$ cat src/rtl/dac_arbiter.sv
// dac_arbiter: round-robin share of one SPI DAC link between channels A and B, with CS-gap and LDAC control.
// Ports:
//   clk                    system clock
//   rst                    asynchronous reset, active low
//   a_data/a_valid/a_ready channel A sample request (ready is combinational)
//   b_data/b_valid/b_ready channel B sample request (ready is combinational)
//   spi_start/spi_data     one-cycle start strobe and 16-bit command word to the SPI engine
//   spi_cs                 chip-select from the SPI engine, low while a frame is in progress
//   ldac_n                 DAC load strobe, active low
//   busy                   high in every state except IDLE
//   fault                  one-cycle pulse when spi_cs fails to fall after a start
module dac_arbiter #(
    parameter int GAP_CYCLES  = 4,
    parameter int LDAC_CYCLES = 2,
    parameter bit SYNC_LDAC   = 1'b1,
    parameter int CS_TIMEOUT  = 8,
    parameter bit GAIN_1X     = 1'b1,
    parameter bit BUF_EN      = 1'b0
) (
    input  logic        clk,
    input  logic        rst,
    input  logic [11:0] a_data,
    input  logic        a_valid,
    output logic        a_ready,
    input  logic [11:0] b_data,
    input  logic        b_valid,
    output logic        b_ready,
    output logic        spi_start,
    output logic [15:0] spi_data,
    input  logic        spi_cs,
    output logic        ldac_n,
    output logic        busy,
    output logic        fault
);
    localparam int TMAX = (GAP_CYCLES > LDAC_CYCLES) ?
                          ((GAP_CYCLES > CS_TIMEOUT) ? GAP_CYCLES : CS_TIMEOUT) :
                          ((LDAC_CYCLES > CS_TIMEOUT) ? LDAC_CYCLES : CS_TIMEOUT);
    localparam int TW = $clog2(TMAX + 1);

    typedef enum logic [2:0] {IDLE, START, WAIT_LOW, WAIT_HIGH, GAP, LDAC} state_t;

    state_t        state;
    logic          last_b;
    logic [TW-1:0] timer;
    logic          ldac_due;

    // last_b also records which channel the current frame belongs to
    assign ldac_due = !SYNC_LDAC || last_b;
    assign a_ready  = (state == IDLE) && a_valid && (!b_valid || last_b);
    assign b_ready  = (state == IDLE) && b_valid && (!a_valid || !last_b);

    always_ff @(posedge clk or negedge rst) begin
        if (!rst) begin
            state     <= IDLE;
            last_b    <= 1'b1;
            timer     <= '0;
            spi_start <= 1'b0;
            spi_data  <= '0;
            ldac_n    <= 1'b1;
            busy      <= 1'b0;
            fault     <= 1'b0;
        end else begin
            spi_start <= 1'b0;
            fault     <= 1'b0;
            case (state)
                IDLE: if (a_ready || b_ready) begin
                    spi_data  <= {b_ready, BUF_EN, GAIN_1X, 1'b1, b_ready ? b_data : a_data};
                    last_b    <= b_ready;
                    spi_start <= 1'b1;
                    busy      <= 1'b1;
                    state     <= START;
                end
                START: begin
                    timer <= '0;
                    state <= WAIT_LOW;
                end
                WAIT_LOW:
                    if (!spi_cs) state <= WAIT_HIGH;
                    else if (timer == TW'(CS_TIMEOUT - 1)) begin
                        fault <= 1'b1;
                        busy  <= 1'b0;
                        state <= IDLE;
                    end else timer <= timer + 1'b1;
                WAIT_HIGH: if (spi_cs) begin
                    timer <= '0;
                    state <= GAP;
                end
                GAP:
                    if (timer == TW'(GAP_CYCLES - 1)) begin
                        timer  <= '0;
                        ldac_n <= !ldac_due;
                        busy   <= ldac_due;
                        state  <= ldac_due ? LDAC : IDLE;
                    end else timer <= timer + 1'b1;
                LDAC:
                    if (timer == TW'(LDAC_CYCLES - 1)) begin
                        ldac_n <= 1'b1;
                        busy   <= 1'b0;
                        state  <= IDLE;
                    end else timer <= timer + 1'b1;
                default: begin
                    ldac_n <= 1'b1;
                    busy   <= 1'b0;
                    state  <= IDLE;
                end
            endcase
        end
    end
endmodule

$ cat config.mk
export PLATFORM = sky130hd
export DESIGN_NAME = dac_arbiter
export DESIGN_NICKNAME = d
export VERILOG_FILES = /design/src/rtl/dac_arbiter.sv
export SDC_FILE = /design/constraint.sdc
export NUM_CORES = 1
export LEC_CHECK = 0
export BUFFER_PORTS_ARGS = -buffer_cell sky130_fd_sc_hd__buf_4
export CAP_MARGIN = 15
export CORE_ASPECT_RATIO = 1.75
export CORE_MARGIN = 2
export CORE_UTILIZATION = 36
export DETAILED_ROUTE_END_ITERATION = 10
export REMOVE_ABC_BUFFERS = 1
export SETUP_SLACK_MARGIN = 0.4
export SLEW_MARGIN = 20
export SYNTH_ARGS = -nofsm -noshare
export SYNTH_HDL_FRONTEND = slang
export SYNTH_SLANG_ARGS = --single-unit
$ cat constraint.sdc
create_clock -name clk -period 1.6 [get_ports clk]
set_input_delay 0.08 -clock clk [delete_from_list [all_inputs] [get_ports clk]]
set_output_delay 0.08 -clock clk [all_outputs]
set_load 0.03 [all_outputs]
Yosys cells after proc, flatten, opt, wreduce, memory -nomap -nowiden:

Index checks and enable logic that the tools add are counted.

* mux-type cells: 29
* equality and inequality tests: 17
* $add $sub $neg: 1
* bitwise gates (word level): 2
* reductions and logical operators: 19

Operator list (count)
* 3-bit two-way mux: 7
* 4-bit two-way mux: 5
* 4-bit case mux with 5 select lines: 1
* 3-bit case mux with 6 select lines: 1
* 2-bit != test, second input constant: 7
* 1-bit two-way mux: 12
* 12-bit two-way mux: 1
* 5-bit AND reduction: 2
* 3-bit by 2-bit equality test with 1-bit output, second input constant: 2
* 3-bit equality test, second input constant: 2
* 6-bit AND reduction: 1
* 1-bit case mux with 5 select lines: 1
* 5-bit nonzero test: 1
* 4-bit by 1-bit adder with 4-bit output, second input constant: 1
* 4-bit by 1-bit equality test with 1-bit output, second input constant: 1
* 4-bit by 2-bit equality test with 1-bit output, second input constant: 1
* 4-bit by 3-bit equality test with 1-bit output, second input constant: 1
* 1-bit logical AND: 4
* 4-bit OR reduction: 1
* 3-bit by 1-bit equality test with 1-bit output, second input constant: 1
* 1-bit zero test: 3
* 3-bit zero test: 1
* 1-bit logical OR: 3
* 3-bit != test, second input constant: 1
* 6 further kinds: 7

* bits in registers: 27
* logic and storage cells: 76
* output and inout port bits: 22

Logic depth before layout (Yosys ltp):

* depth after elaboration: 6
* mapped depth: 6
* mapped depth without buffers: 6

Least setup slack after synthesis:

Ideal clock, no wire load.

* path type: register to register
* from: reg timer[0]
* to: reg timer[0]
* setup slack: -0.081 ns
* stages on the path, launching flop included: 6
* period minus slack after synthesis: 1.681 ns
* data arrival time: 1.553 ns
* buffers on the path: 0
* cell sequence: dfrtp_1 ha_1 and3b_4 a221oi_4 o21ai_2 mux2_1

* cells in the longest elaborated chain, start to end: 4

RTL lines
* from (decl): line 44 `logic [TW-1:0] timer;`
* from (signal assigned): line 83 `end else timer <= timer + 1'b1;`
* from (signal assigned): line 94 `end else timer <= timer + 1'b1;`
* from (signal assigned): line 100 `end else timer <= timer + 1'b1;`
* 4-bit by 1-bit adder with 4-bit output: line 83, 94, 100
* 4-bit two-way mux: line 79 `else if (timer == TW'(CS_TIMEOUT - 1)) begin`
* 4-bit two-way mux: line 78 `if (!spi_cs) state <= WAIT_HIGH;`
* 4-bit case mux with 5 select lines: line 65 `case (state)`

Several ways; a longest one is shown, not always the timed one. The select of a mux whose other input is x is not followed.
A chain may end at the register's enable or synchronous reset.

Final worst setup path:

* from: reg timer[0]
* to: reg busy

* cells in the longest elaborated chain, start to end: 3

RTL lines
* 4-bit by 3-bit equality test with 1-bit output, or another cell as far along: line 79
* 2-bit != test (no source line)
* 6-bit AND reduction (no source line) (*)
* to (signal assigned): line 92 `busy <= ldac_due;`
* to (decl): line 32 `output logic busy,`

Every way passes the cells marked *; elsewhere a longest branch is shown, timed or not.

==> impl_metrics.ini <==
[yosys]
syn-instance-count = 142
synthFlopType = dfrtp_1
yosysTopAreaCell = dfrtp_1
synth_edf_count = 0
synth_seq_area_share = 0.4488
synth_top_area_share = 0.4127
ys_seq_elements = 26
synth_area_leaders = dfrtp_1, mux2i_1, a21oi_1
yosys_warnings = 0
ys_async_sr_fraction = 1.000
synthTopCellsByCount = dfrtp_1, nor2_1, a21oi_1
ys_types = 45
synth_most_common_cell = dfrtp_1
avgSynthCellArea_um2 = 10.25
syn-cell-area_mm2 = 0.001455

[placement]
gp_congestion = 0.9686
dp_hpwl_mm = 2.709
dp.cells = 242
io_buffers = 49

[layout]
area_growth_pct = 69.30
nFillCells = 314
drive_gt1_frac = 0.6199
diodes = 0
fin_nets = 253
final_core_util = 0.6372
multi_input_area_um2 = 914.6
seq_area_um2 = 655.6
fin_cells = 269

[clock_network]
cts_max_level = 1
clock_latency_ps = 280
clockBufferDepth = 2
clock-sinks = 26
cts_buffers = 3
cts_tree = done
clkSlewWorstSetupHoldPaths_ps = 90
cts_root_buf = clkbuf_8

[power]
finalPower_uw = 4585
power_per_cell_area_mw_per_mm2 = 1861
peakVddDrop_uv = 1076
power.leakage_uw = 0.001174

[global_routing]
grt_pass1_wl_mm = 6.313
antenna_found_initial = 0
grt_overflow = 0
grt_pass1_vias = 1411
grt_use_total = 0.1836
grt_max_degree = 27

[critical_path]
critical_path_arrival_ps = 1790
path_max_fanout = 4
worstSetupPathType = reg2reg
endpoint_kind = flip-flop
cp_data_required_time_ps = 1760
critPathLaunchType = flip-flop

[timing]
fmax_mhz = 610.7
rsz0062_at_grt = yes
setup_viol = 4
fin_ws_ps = -37.60
hold_viol = 0
period_needed_ps = 1638
finalCritPeriodShare = 1.023
clock_skew_ps = 5.954
slew_violations = 0
tns_ps = -139.5

[routing]
drt-total-wl_mm = 4.495
routedWlPerCell_um = 16.71
drtIter0Drc = 23
num_vias = 1434
drt_drc_violations_left = 0
drtPass1Iterations = 4
vias_per_cell = 5.331
ant_nets = 0

[die]
rows = 30
die_h_um = 88.11
ioPinCount = 51
die_w_um = 52.06
dieArea_mm2 = 0.004587
initial_core_util = 0.3764
core_area_mm2 = 0.003866

[flow_run]
drv_cap = 0

[worst_hold_path]
hold_class = in2reg

[outcome]
violations = setup timing
outcome = complete, but fails checks
final timing paths:
| path | start | endpoint | slack (ps) | cells after the start |
|---|---|---|---|---|
| worst max register to register | timer[0]$_DFFE_PN0P_ | busy$_DFFE_PN0P_ | -40 | 6 |
| worst min-delay path | b_data[2] | spi_data[2]$_DFFE_PN0P_ | 40 | 3 |
| worst min register to register | last_b$_DFFE_PN1P_ | last_b$_DFFE_PN1P_ | 500 | 2 |
| min in group asynchronous | rst | state[2]$_DFFE_PN0P_ | 240 | 2 |
| max in group asynchronous | rst | last_b$_DFFE_PN1P_ | 1060 | 2 |
| worst max-delay path | timer[0]$_DFFE_PN0P_ | busy$_DFFE_PN0P_ | -40 | 6 |
cells in the final DEF, fill, tap and decap left out, types with 2 or more instances in the layout:
cell,instances
nand2_2,3
mux2_4,2
nor2_4,3
clkbuf_8,4
dfstp_2,2
nand2b_1,5
nor2b_1,2
a21oi_1,5
nand2_4,2
buf_4,68
nor2_1,15
mux2i_1,8
o21ai_2,3
buf_6,9
ha_4,2
inv_2,2
o22ai_1,2
buf_12,3
inv_1,2
a21oi_2,10
nand2_1,3
dfrtp_2,2
mux2i_2,3
dfrtp_1,22
critical path: stages, from the launching register on:
cell and delay [ps]:
dfrtp_1 410, ha_4 180, buf_6 120, nand2_4 50
or4_4 430, a32oi_1 210, o22ai_1 120
area by class of cell:
cell class,instances,area share
Multi-Input combinational cell,101,0.3713
Timing Repair Buffer,85,0.3062
Inverter,5,0.009650
Clock buffer,4,0.02235
Sequential cell,26,0.2661
Tap cell,48,0.02438
per-stage QoR:
step / instance area (um^2) / hold WS, ps / worst slack, ps
after floorplan: 1401 / -215.6 / -80.94
after global routing: 2464 / 45.98 / -115.7
after global placement: 1927 / 8.505 / -139.4
final: 2464 / 38.49 / -37.60
after CTS: 2186 / 44.46 / -37.04
after detailed placement: 1927 / 17.09 / -164.1
registers in the layout, indices dropped and copies added (netlist names):
| register | count |
|---|---|
| spi_data | 14 |
| timer | 4 |
| state | 3 |
| busy | 1 |
| fault | 1 |
| last_b | 1 |
| ldac_n | 1 |
| spi_start | 1 |
repair_timing:
item,CTS,global route
endpoints found under the setup margin,28,28
buffers inserted,12,8
hold buffers,1,0
hold endpoints to repair,26,0
pin swaps,11,16
resized for setup,19,56
cloned,1,1
power breakdown:
group	switching [uW]	internal [uW]	total, uW
sequential	247	952	1200
clock	216	221	437
combinational	1520	1430	2950
per-layer routing:
metal	share of wire	routed length (um)	vias up	track usage
met1	0.35	1555	686	0.2022
met2	0.55	2469	69	0.3280
met4	0.046	207	0	0.09091
li1	-	-	662	-
met3	0.059	263	17	0.03242
met5	0	0	-	0
logic make-up (layout without fill, tap and decap cells):
logic type / after synthesis / in the layout / share of synthesized area
AND/OR/NAND/NOR: 49 / 49 / 0.2012
multiplexers: 15 / 15 / 0.1058
adder cells (fa/ha/maj): 2 / 2 / 0.01719
other: 1 / 1 / 0.002577
buffers and inverters: 15 / 94 / 0.04987
AO/OA/AOI/OAI: 34 / 34 / 0.1746
flip-flops: 26 / 26 / 0.4488
(Power assumes the default switching activity.)
